`src/rtl/step_detector.sv`:
```
// step_detector: pedometer step-detection stage.
// EMA low-pass filter on the sample stream, peak detection with debounce on
// entry and hysteresis on exit, and an inter-step interval gate. Each accepted
// peak pulses update_total_steps with a saturated totalSteps+1.
module step_detector (
  input  logic       clk,
  input  logic       reset,
  input  logic       sample_valid,
  input  logic [7:0] sample,
  input  logic [7:0] theta_hi,
  input  logic [7:0] theta_lo,
  input  logic [7:0] beta_min,
  input  logic [7:0] beta_max,
  input  logic [7:0] alpha_shift,
  input  logic [7:0] alpha_debounce,
  input  logic [7:0] total_steps_in,
  output logic [7:0] updated_steps,
  output logic       update_total_steps,
  output logic       step_rejected,
  output logic       walk_active
);

  typedef enum logic [1:0] {BELOW, RISING, PEAK} state_t;

  state_t            state;
  logic        [7:0] filt;
  logic        [7:0] cnt;
  logic        [7:0] gap;

  logic signed [8:0] diff;
  logic signed [8:0] diff_sh;
  logic        [7:0] filt_next;
  logic        [7:0] g;
  logic        [7:0] deb;
  logic        [7:0] cnt_inc;
  logic        [7:0] steps_inc;
  logic              above_hi;
  logic              below_lo;
  logic              decide;
  logic              accept;

  // Only the low three bits of alpha_shift select the EMA shift.
  logic unused_alpha_bits;
  assign unused_alpha_bits = ^alpha_shift[7:3];

  // Next filter value, saturating gap, debounce target and the step decision.
  always_comb begin
    diff      = $signed({1'b0, sample}) - $signed({1'b0, filt});
    diff_sh   = diff >>> alpha_shift[2:0];
    // filt + shifted diff always lands in 0..255, so the low byte is exact.
    filt_next = filt + diff_sh[7:0];
    g         = (gap == 8'hFF) ? 8'hFF : gap + 8'd1;
    deb       = (alpha_debounce == 8'd0) ? 8'd1 : alpha_debounce;
    // cnt stays below deb while RISING, so this never wraps.
    cnt_inc   = cnt + 8'd1;
    steps_inc = (total_steps_in == 8'hFF) ? 8'hFF : total_steps_in + 8'd1;
    above_hi  = (filt_next >= theta_hi);
    below_lo  = (filt_next < theta_lo);
    decide    = 1'b0;
    case (state)
      BELOW:   decide = above_hi && (8'd1 >= deb);
      RISING:  decide = above_hi && (cnt_inc >= deb);
      default: decide = 1'b0;
    endcase
    accept    = decide && (!walk_active || (g >= beta_min));
  end

  // Peak FSM, filter, gap counter, walk tracking and registered outputs.
  always_ff @(posedge clk) begin
    if (reset) begin
      state              <= BELOW;
      filt               <= 8'd0;
      cnt                <= 8'd0;
      gap                <= 8'hFF;
      walk_active        <= 1'b0;
      updated_steps      <= 8'd0;
      update_total_steps <= 1'b0;
      step_rejected      <= 1'b0;
    end else begin
      update_total_steps <= 1'b0;
      step_rejected      <= 1'b0;
      if (sample_valid) begin
        filt <= filt_next;
        case (state)
          BELOW: begin
            if (above_hi) begin
              cnt   <= 8'd1;
              state <= decide ? PEAK : RISING;
            end
          end
          RISING: begin
            if (above_hi) begin
              cnt <= cnt_inc;
              if (decide) state <= PEAK;
            end else begin
              cnt   <= 8'd0;
              state <= BELOW;
            end
          end
          PEAK: begin
            if (below_lo) begin
              cnt   <= 8'd0;
              state <= BELOW;
            end
          end
          default: begin
            cnt   <= 8'd0;
            state <= BELOW;
          end
        endcase
        if (accept) begin
          update_total_steps <= 1'b1;
          updated_steps      <= steps_inc;
          walk_active        <= 1'b1;
          gap                <= 8'd0;
        end else begin
          gap <= g;
          if (decide)         step_rejected <= 1'b1;
          if (g > beta_max)   walk_active   <= 1'b0;
        end
      end
    end
  end

endmodule

```
`config.mk`:
```
export PLATFORM = sky130hd
export DESIGN_NAME = step_detector
export DESIGN_NICKNAME = d
export VERILOG_FILES = /design/src/rtl/step_detector.sv
export SDC_FILE = /design/constraint.sdc
export NUM_CORES = 1
export LEC_CHECK = 0
export ABC_AREA = 1
export BUFFER_PORTS_ARGS = -buffer_cell sky130_fd_sc_hd__clkbuf_2
export CAP_MARGIN = 20
export CORE_MARGIN = 8
export CORE_UTILIZATION = 47
export CTS_BUF_LIST = sky130_fd_sc_hd__clkbuf_8
export DETAILED_ROUTE_END_ITERATION = 8
export GPL_TIMING_DRIVEN = 0
export PLACE_DENSITY = 0.81
export SETUP_SLACK_MARGIN = 0.5
export SYNTH_ARGS = -nofsm -noshare
export SYNTH_HDL_FRONTEND = slang
export SYNTH_SLANG_ARGS = --single-unit
export TNS_END_PERCENT = 30
```
`constraint.sdc`:
```
create_clock -name clk -period 4.81 [get_ports clk]
set_input_delay 0.7215 -clock clk [delete_from_list [all_inputs] [get_ports clk]]
set_output_delay 0.7215 -clock clk [all_outputs]
set_load 0.01 [all_outputs]
```
==> flow_summary_export.csv, run 1 <==
group,metric,value,unit
detailed_routing,detail_route.iter0.violations,132,
cells_and_area,area_growth,22.6,%
timing,finalHoldViolations,0,
timing,final.setup.tns,0,ps
min_path,kind_of_path_behind_the_tightest_hold_check,"register to register",
synthesis,synth_cell_types,44,
floorplanning,die-width,108,µm
synthesis,synthesis.nets,702,
placement,port_buffers,68,
cts,clock_tree_from_tritoncts,"yes",
global_routing,grt_start_max_net_pins,14,
synthesis,syn_area,3960,µm²
cells_and_area,antennaDiodeCount,0,
cells_and_area,layout_common_cells,"94 x inv_1, 83 x nand2_1, 67 x clkbuf_2",
floorplanning,rows,33,
critical_path,worst-path-stages,31,
synthesis,asyncSetResetFlopFracSynth,0,%
global_routing,first_pass_grt_wire_length,17.4,mm
synthesis,avgSynthCellArea,6.92,µm²
detailed_routing,dr_total_vias,4003,
cts,clk_latency,300,ps
synthesis,synth-seq-cells,37,
timing,fmax,0.221,GHz
run_status,status,"complete, no violations",
cells_and_area,layout_commonest_cell,"inv_1",
critical_path,reg2regPathDepth,33,
synthesis,synth-edff-count,0,
floorplanning,start_util,48.2,%
critical_path,startpoint,"sample[0]",
floorplanning,die_height,108,µm
synthesis,synthesis.instances,573,
timing,setup_violations,0,
detailed_routing,drt-total-wl,10.4,mm
floorplanning,boundaryPins,78,
detailed_routing,detail_route.first_pass.iterations,5,
critical_path,worst-path-max-fanout,7,
global_routing,grt_antenna_before_repair,0,
cells_and_area,final-instance-count-excl-fill,767,
critical_path,timing.reg2reg.setup_slack,370,ps
critical_path,worst_r2r_endpoint,"updated_steps[5]",
critical_path,worst_ep_arrival_time,4760,ps
placement,dp_hpwl,8.24,mm
global_routing,groute.usage.overall,17.7,%
synthesis,ys.warnings.count,0,
placement,place_congestion,0.870,
critical_path,worstSetupEndpointType,"register",
cts,cts_max_path_bufs,2,
cts,number_of_buffers_added_by_the_clock_tree_synthesis_step,5,
floorplanning,floorplan.die_area,11600,µm²
cts,clock_tree.root_cell,"clkbuf_8",
timing,clock_skew,5.60,ps
synthesis,synth_ff_type,"dfxtp_1",
global_routing,grt.overflow.total,0,
synthesis,synth_sequential_area_ratio,18.7,%
cells_and_area,layout-drive-gt1-share,30.5,%
timing,timing.final.crit_share,94.1,%
cts,total_number_of_h_tree_levels,2,
cts,cts.clk_slew.worst_paths,80,ps
critical_path,crit_path_start_kind,"input port",
detailed_routing,wl_cell,13.5,µm
critical_path,worst-endpoint-required,5050,ps
critical_path,crit_type,"input port to register",
placement,place.detailed.instances,746,
critical_path,slowest_stage,"fa_2",
cts,clkSinkCount,37,
cells_and_area,layout.nets,790,
timing,layout_min_cycle_time,4520,ps
critical_path,crit_family,"simple AND/OR/NAND/NOR gates",
critical_path,cpMostUsedCell,"nand2_2",
job,max-cap-violations,0,
timing,final-max-slew-violation-count,0,
global_routing,grt_pass1_vias,4111,
critical_path,cp_num_buf_inv,6,
power_and_ir_drop,cellLeakagePower,2.57,nW
detailed_routing,viasPerCell,5.22,
floorplanning,floorplan_core_area,8220,µm²
cts,hold_buffers,0,
timing,max_slew.worst_pin.slew,557,ps
power_and_ir_drop,powerDensity,396,nW/µm²
critical_path,crit_path_end,"updated_steps[5]",
critical_path,critical-path-max-stage-delay,360,ps
detailed_routing,drt_drc_violations_left,0,
timing,rsz0062_at_grt,"true",
timing,worst_slew_margin_rel,62.8,%
power_and_ir_drop,worst_ir_drop_on_vdd,0.218,mV
critical_path,timing.rr.start,"filt[1]",
detailed_routing,final_antenna_net_count,0,
-- state kept, by name, summed over array words and instances (netlist names) --
| name | flops |
|---|---|
| updated_steps | 8 |
| filt | 8 |
| gap | 8 |
| update_total_steps | 1 |
| step_rejected | 1 |
| cnt | 8 |
| walk_active | 1 |
| state | 2 |
-- worst min-delay path by stage --
| stage | start | end | cells past startpoint | slack [ps] |
|---|---|---|---|---|
| floorplan | cnt[1] | cnt[1] | 2 | 460 |
| global placement | updated_steps[0] | updated_steps[0] | 2 | 470 |
| detailed placement | updated_steps[0] | updated_steps[0] | 2 | 490 |
| CTS | updated_steps[0] | updated_steps[0] | 2 | 510 |
| finish | updated_steps[0] | updated_steps[0] | 2 | 510 |
| global route | walk_active | walk_active | 2 | 530 |
-- synthesized netlist by cell type, types with 2 or more instances --
| library cell | number | area [µm²] |
|---|---|---|
| dfxtp_1 | 37 | 741 |
| o22ai_1 | 2 | 12.5 |
| nor3_2 | 2 | 20.0 |
| ha_1 | 60 | 751 |
| o21ai_2 | 3 | 26.3 |
| buf_2 | 8 | 40.0 |
| o21ai_1 | 17 | 85.1 |
| clkinv_1 | 2 | 7.51 |
| a31oi_1 | 2 | 12.5 |
| nor2_1 | 27 | 101 |
| inv_1 | 97 | 364 |
| nand3b_1 | 2 | 15.0 |
| a21oi_1 | 54 | 270 |
| nor2_4 | 2 | 22.5 |
| or2_2 | 3 | 18.8 |
| nor3_1 | 4 | 20.0 |
| o21a_1 | 3 | 22.5 |
| a21oi_2 | 14 | 123 |
| o21ai_0 | 18 | 90.1 |
| o21bai_1 | 3 | 22.5 |
| nand3_1 | 39 | 195 |
| xnor2_1 | 5 | 43.8 |
| o211ai_1 | 5 | 37.5 |
| or2_1 | 2 | 12.5 |
| inv_2 | 12 | 45.0 |
| fa_1 | 2 | 40.0 |
| xor2_1 | 10 | 87.6 |
| nand4_1 | 9 | 56.3 |
| a21o_1 | 2 | 15.0 |
| nor2_2 | 3 | 18.8 |
| nand2_2 | 17 | 106 |
| nand3_2 | 6 | 60.1 |
| clkbuf_1 | 2 | 7.51 |
| nand2_1 | 89 | 334 |
-- cells by family after synthesis --
| family | Yosys count | share of synthesized area, % |
|---|---|---|
| simple gates | 210 | 26.8 |
| flops | 37 | 18.7 |
| fa+ha+maj | 62 | 20.0 |
| buf+inv | 122 | 12.0 |
| compound gates | 126 | 18.9 |
| xor+xnor | 16 | 3.73 |
-- worst min-delay path: stages, from the launching register on --
cell and delay (ps):
dfxtp_1 360, a21oi_2 40, nor2_1 80
-- report_power, final --
part / internal, mW / switching (mW) / total (mW)
clock network: 0.155 / 0.125 / 0.281
logic: 0.515 / 0.736 / 1.25
registers: 0.351 / 0.0433 / 0.395
-- per-stage QoR --
stage / total power [mW] / hold WS, ps / cell area, µm² / setup WS, ps / util [%]
4_1_cts: 1.88 / 505 / 4790 / 309 / 58.3
3_3_place_gp: 1.46 / 466 / 4500 / -131 / 54.8
5_1_grt: 2.10 / 525 / 4860 / -21.8 / 59.1
3_5_place_dp: 1.51 / 486 / 4500 / -291 / 54.8
6_report: 1.93 / 506 / 4860 / 286 / 59.1
2_1_floorplan: 1.26 / 461 / 4030 / 450 / -
-- metal layers --
layer	track usage, %	share of wire, %	up-vias
met4	4.56	1.4	0
met2	33.2	52	91
met1	19.7	42	1831
li1	-	-	2065
met3	3.35	4.5	16
met5	0	0	-
-- area by class of cell --
type,count,area [µm²]
plain buffers,11,65.1
clock buffers,5,68.8
clock inverters,3,46.3
fillers,717,3360
inverters,111,434
multi-input cells,415,2920
flip-flops and latches,37,741
well taps,105,131
repair buffers,80,454
-- what timing repair did --
item                                    CTS  global route
gates resized for setup                  22            11
cloned                                    1             0
endpoints found under the setup margin   29            29
setup buffers                             9             3
pin swaps                                17             3
Note: power is estimated with default switching activity, not from simulation.
==> inputs of run 2 (changes only) <==
--- a/config.mk
+++ b/config.mk
@@ -7,3 +7,2 @@
 export LEC_CHECK = 0
-export ABC_AREA = 1
 export BUFFER_PORTS_ARGS = -buffer_cell sky130_fd_sc_hd__clkbuf_2
==> constraint.sdc (replaced) <==
create_clock -name clk -period 4.81 [get_ports clk]
set_input_delay 0.2405 -clock clk [delete_from_list [all_inputs] [get_ports clk]]
set_output_delay 0.2405 -clock clk [all_outputs]
set_load 0.01 [all_outputs]
==> flow_summary_export.csv, run 2 <==
group,metric,value,unit
global_routing,grt_antenna_before_repair,0,
floorplanning,floorplan_core_area,8180,µm²
cts,clkSinkCount,37,
cells_and_area,layout_commonest_cell,"clkbuf_2",
synthesis,ys.warnings.count,0,
detailed_routing,wl_cell,17.3,µm
critical_path,worstSetupEndpointType,"register",
power_and_ir_drop,powerDensity,711,nW/µm²
floorplanning,die-width,108,µm
timing,setup_ws,-432,ps
timing,hold_slack,161,ps
cells_and_area,post_route_core_utilization,66.1,%
synthesis,synth_cell_types,67,
global_routing,grt_start_max_net_pins,14,
synthesis,asyncSetResetFlopFracSynth,0,%
critical_path,worst-path-max-fanout,6,
critical_path,worst_ep_arrival_time,5460,ps
synthesis,avgSynthCellArea,7.93,µm²
cells_and_area,final-instance-count-excl-fill,726,
global_routing,groute.usage.overall,20.7,%
critical_path,critical-path-max-stage-delay,440,ps
cells_and_area,stdcell_area,5410,µm²
detailed_routing,viasPerCell,5.93,
critical_path,timing.critical_path.cells,"inv_2 > ha_4 > nor2b_4 > o31a_1 > buf_4 > o21a_1 > or2_2 > and2_1 > a311oi_2 > ha_1 > a21o_1 > o41ai_2 > xnor2_1 > xnor2_1 > ha_2 > nor3_2 > o21ai_1 > a41o_2 > buf_4 > nand4_1 > or3_4 > a21oi_2",
synthesis,synth-edff-count,0,
synthesis,synthesis.instances,499,
detailed_routing,dr_total_vias,4304,
min_path,kind_of_path_behind_the_tightest_hold_check,"input port to register",
floorplanning,floorplan.die_area,11600,µm²
placement,place_congestion,0.900,
critical_path,slowest_stage,"or3_4",
power_and_ir_drop,worst_ir_drop_on_vdd,0.574,mV
placement,detailedPlace.worstSlack,-651,ps
placement,placed_cell_area,4550,µm²
cells_and_area,area_growth,36.6,%
global_routing,first_pass_grt_wire_length,20.2,mm
timing,final-max-slew-violation-count,0,
run_status,status,"complete, but fails checks",
synthesis,synth_area_leaders,"ha_1 19%, dfxtp_1 19%, inv_1 5.7%",
cells_and_area,layout.nets,749,
detailed_routing,drt-total-wl,12.5,mm
placement,place.detailed.instances,676,
power_and_ir_drop,report.power.total,3.84,mW
synthesis,synth_area_leader_cell,"ha_1",
timing,setup_violations,29,
cts,cts_max_path_bufs,2,
critical_path,cp_num_buf_inv,3,
global_routing,grt.overflow.total,0,
cts,cts.clk_slew.worst_paths,90,ps
timing,rsz0062_at_grt,"true",
timing,final.setup.tns,-9280,ps
synthesis,synth-seq-cells,37,
timing,fmax,0.191,GHz
cts,total_number_of_h_tree_levels,2,
floorplanning,die_height,108,µm
detailed_routing,drt_drc_violations_left,0,
run_status,violations,"negative setup slack",
cts,clock_tree_from_tritoncts,"yes",
floorplanning,boundaryPins,78,
synthesis,synth_ff_type,"dfxtp_1",
job,max-cap-violations,0,
timing,timing.final.crit_share,109,%
synthesis,post-synth-top-area-fraction,19.0,%
timing,max_slew.worst_pin.slew,749,ps
cts,number_of_buffers_added_by_the_clock_tree_synthesis_step,5,
timing,finalHoldViolations,0,
synthesis,synthesis.nets,628,
floorplanning,rows,33,
cells_and_area,antennaDiodeCount,0,
synthesis,synth_sequential_area_ratio,18.7,%
cells_and_area,layout_common_cells,"72 x clkbuf_2, 58 x inv_1, 51 x ha_1",
detailed_routing,detail_route.first_pass.iterations,7,
timing,layout_min_cycle_time,5240,ps
timing,worst_slew_margin_rel,50.1,%
placement,port_buffers,72,
placement,dp_hpwl,8.48,mm
timing,clock_skew,15.1,ps
floorplanning,start_util,48.4,%
critical_path,worst-endpoint-required,5030,ps
synthesis,syn_area,3960,µm²
critical_path,crit_path_start_kind,"register",
critical_path,crit_family,"compound AO/OA/AOI/OAI gates",
cts,clock_tree.root_cell,"clkbuf_8",
global_routing,grt_pass1_vias,4345,
detailed_routing,final_antenna_net_count,0,
synthesis,post_synth_most_frequent_cells,"60 x ha_1, 60 x inv_1, 37 x dfxtp_1, 37 x nor2_1, 31 x a21oi_1",
cts,clk_latency,300,ps
detailed_routing,detail_route.iter0.violations,306,
critical_path,crit_type,"register to register",
power_and_ir_drop,cellLeakagePower,2.52,nW
cells_and_area,layout-drive-gt1-share,34.6,%
## run 2: path summary, 6_finish.rpt
kind / from / endpoint / slack [ps] / depth (start not counted)
setup / recovery: filt[2] / cnt[5] / -430 / 22
hold / removal: total_steps_in[0] / updated_steps[0] / 160 / 2
setup reg to reg: filt[2] / cnt[5] / -430 / 22
hold reg to reg: updated_steps[5] / updated_steps[5] / 500 / 2
## run 2: cell families after synthesis
kind of cell	synth area share, %
and+or+nand+nor	19.5
AOI/OAI and AO/OA	23.8
buffers and inverters	7.05
adders and majority gates	20.0
DFF	18.7
xor gates and xnor gates	5.95
muxes	5.00
## run 2: cell type report
type                       instances  area [µm²]
sequential                        37         754
inverter                          61         229
clock buffer                       5        68.8
tap                              105         131
multi-input combinational        388        3420
timing repair buffer             114         693
buffer                            13        66.3
fill                             618        2770
clock inverter                     3        43.8
## run 2: what timing repair did
item / in CTS / in global routing
buffers inserted: 32 / 8
gates cloned: 1 / 0
pin swaps: 27 / 17
gates resized for setup: 58 / 30
endpoints found under the setup margin: 29 / 30
hold buffers: 0 / 0
## run 2: power breakdown
group          switching, mW  total [mW]  internal (mW)
sequential            0.0646       0.437          0.372
clock                  0.129       0.284          0.156
combinational           1.65        3.12           1.47
total                   1.84        3.84           2.00
## run 2: worst register-to-register path, stage by stage, from the launching register on
cell and delay [ps]:
dfxtp_4 370, inv_2 60, ha_4 230, nor2b_4 130, o31a_1 280, buf_4 160
o21a_1 210, or2_2 320, and2_1 210, a311oi_2 300, ha_1 310, a21o_1 220
o41ai_2 310, xnor2_1 160, xnor2_1 300, ha_2 260, nor3_2 50, o21ai_1 110
a41o_2 230, buf_4 160, nand4_1 200, or3_4 440, a21oi_2 130
## run 2: metal layers
layer	share of wire [%]	track usage [%]	routed length [µm]	vias up
met1	41	25.2	5200	1994
met5	0	0	0	-
met3	7.8	4.61	979	35
li1	-	-	-	2075
met2	48	35.7	6040	200
met4	2.5	5.65	316	0
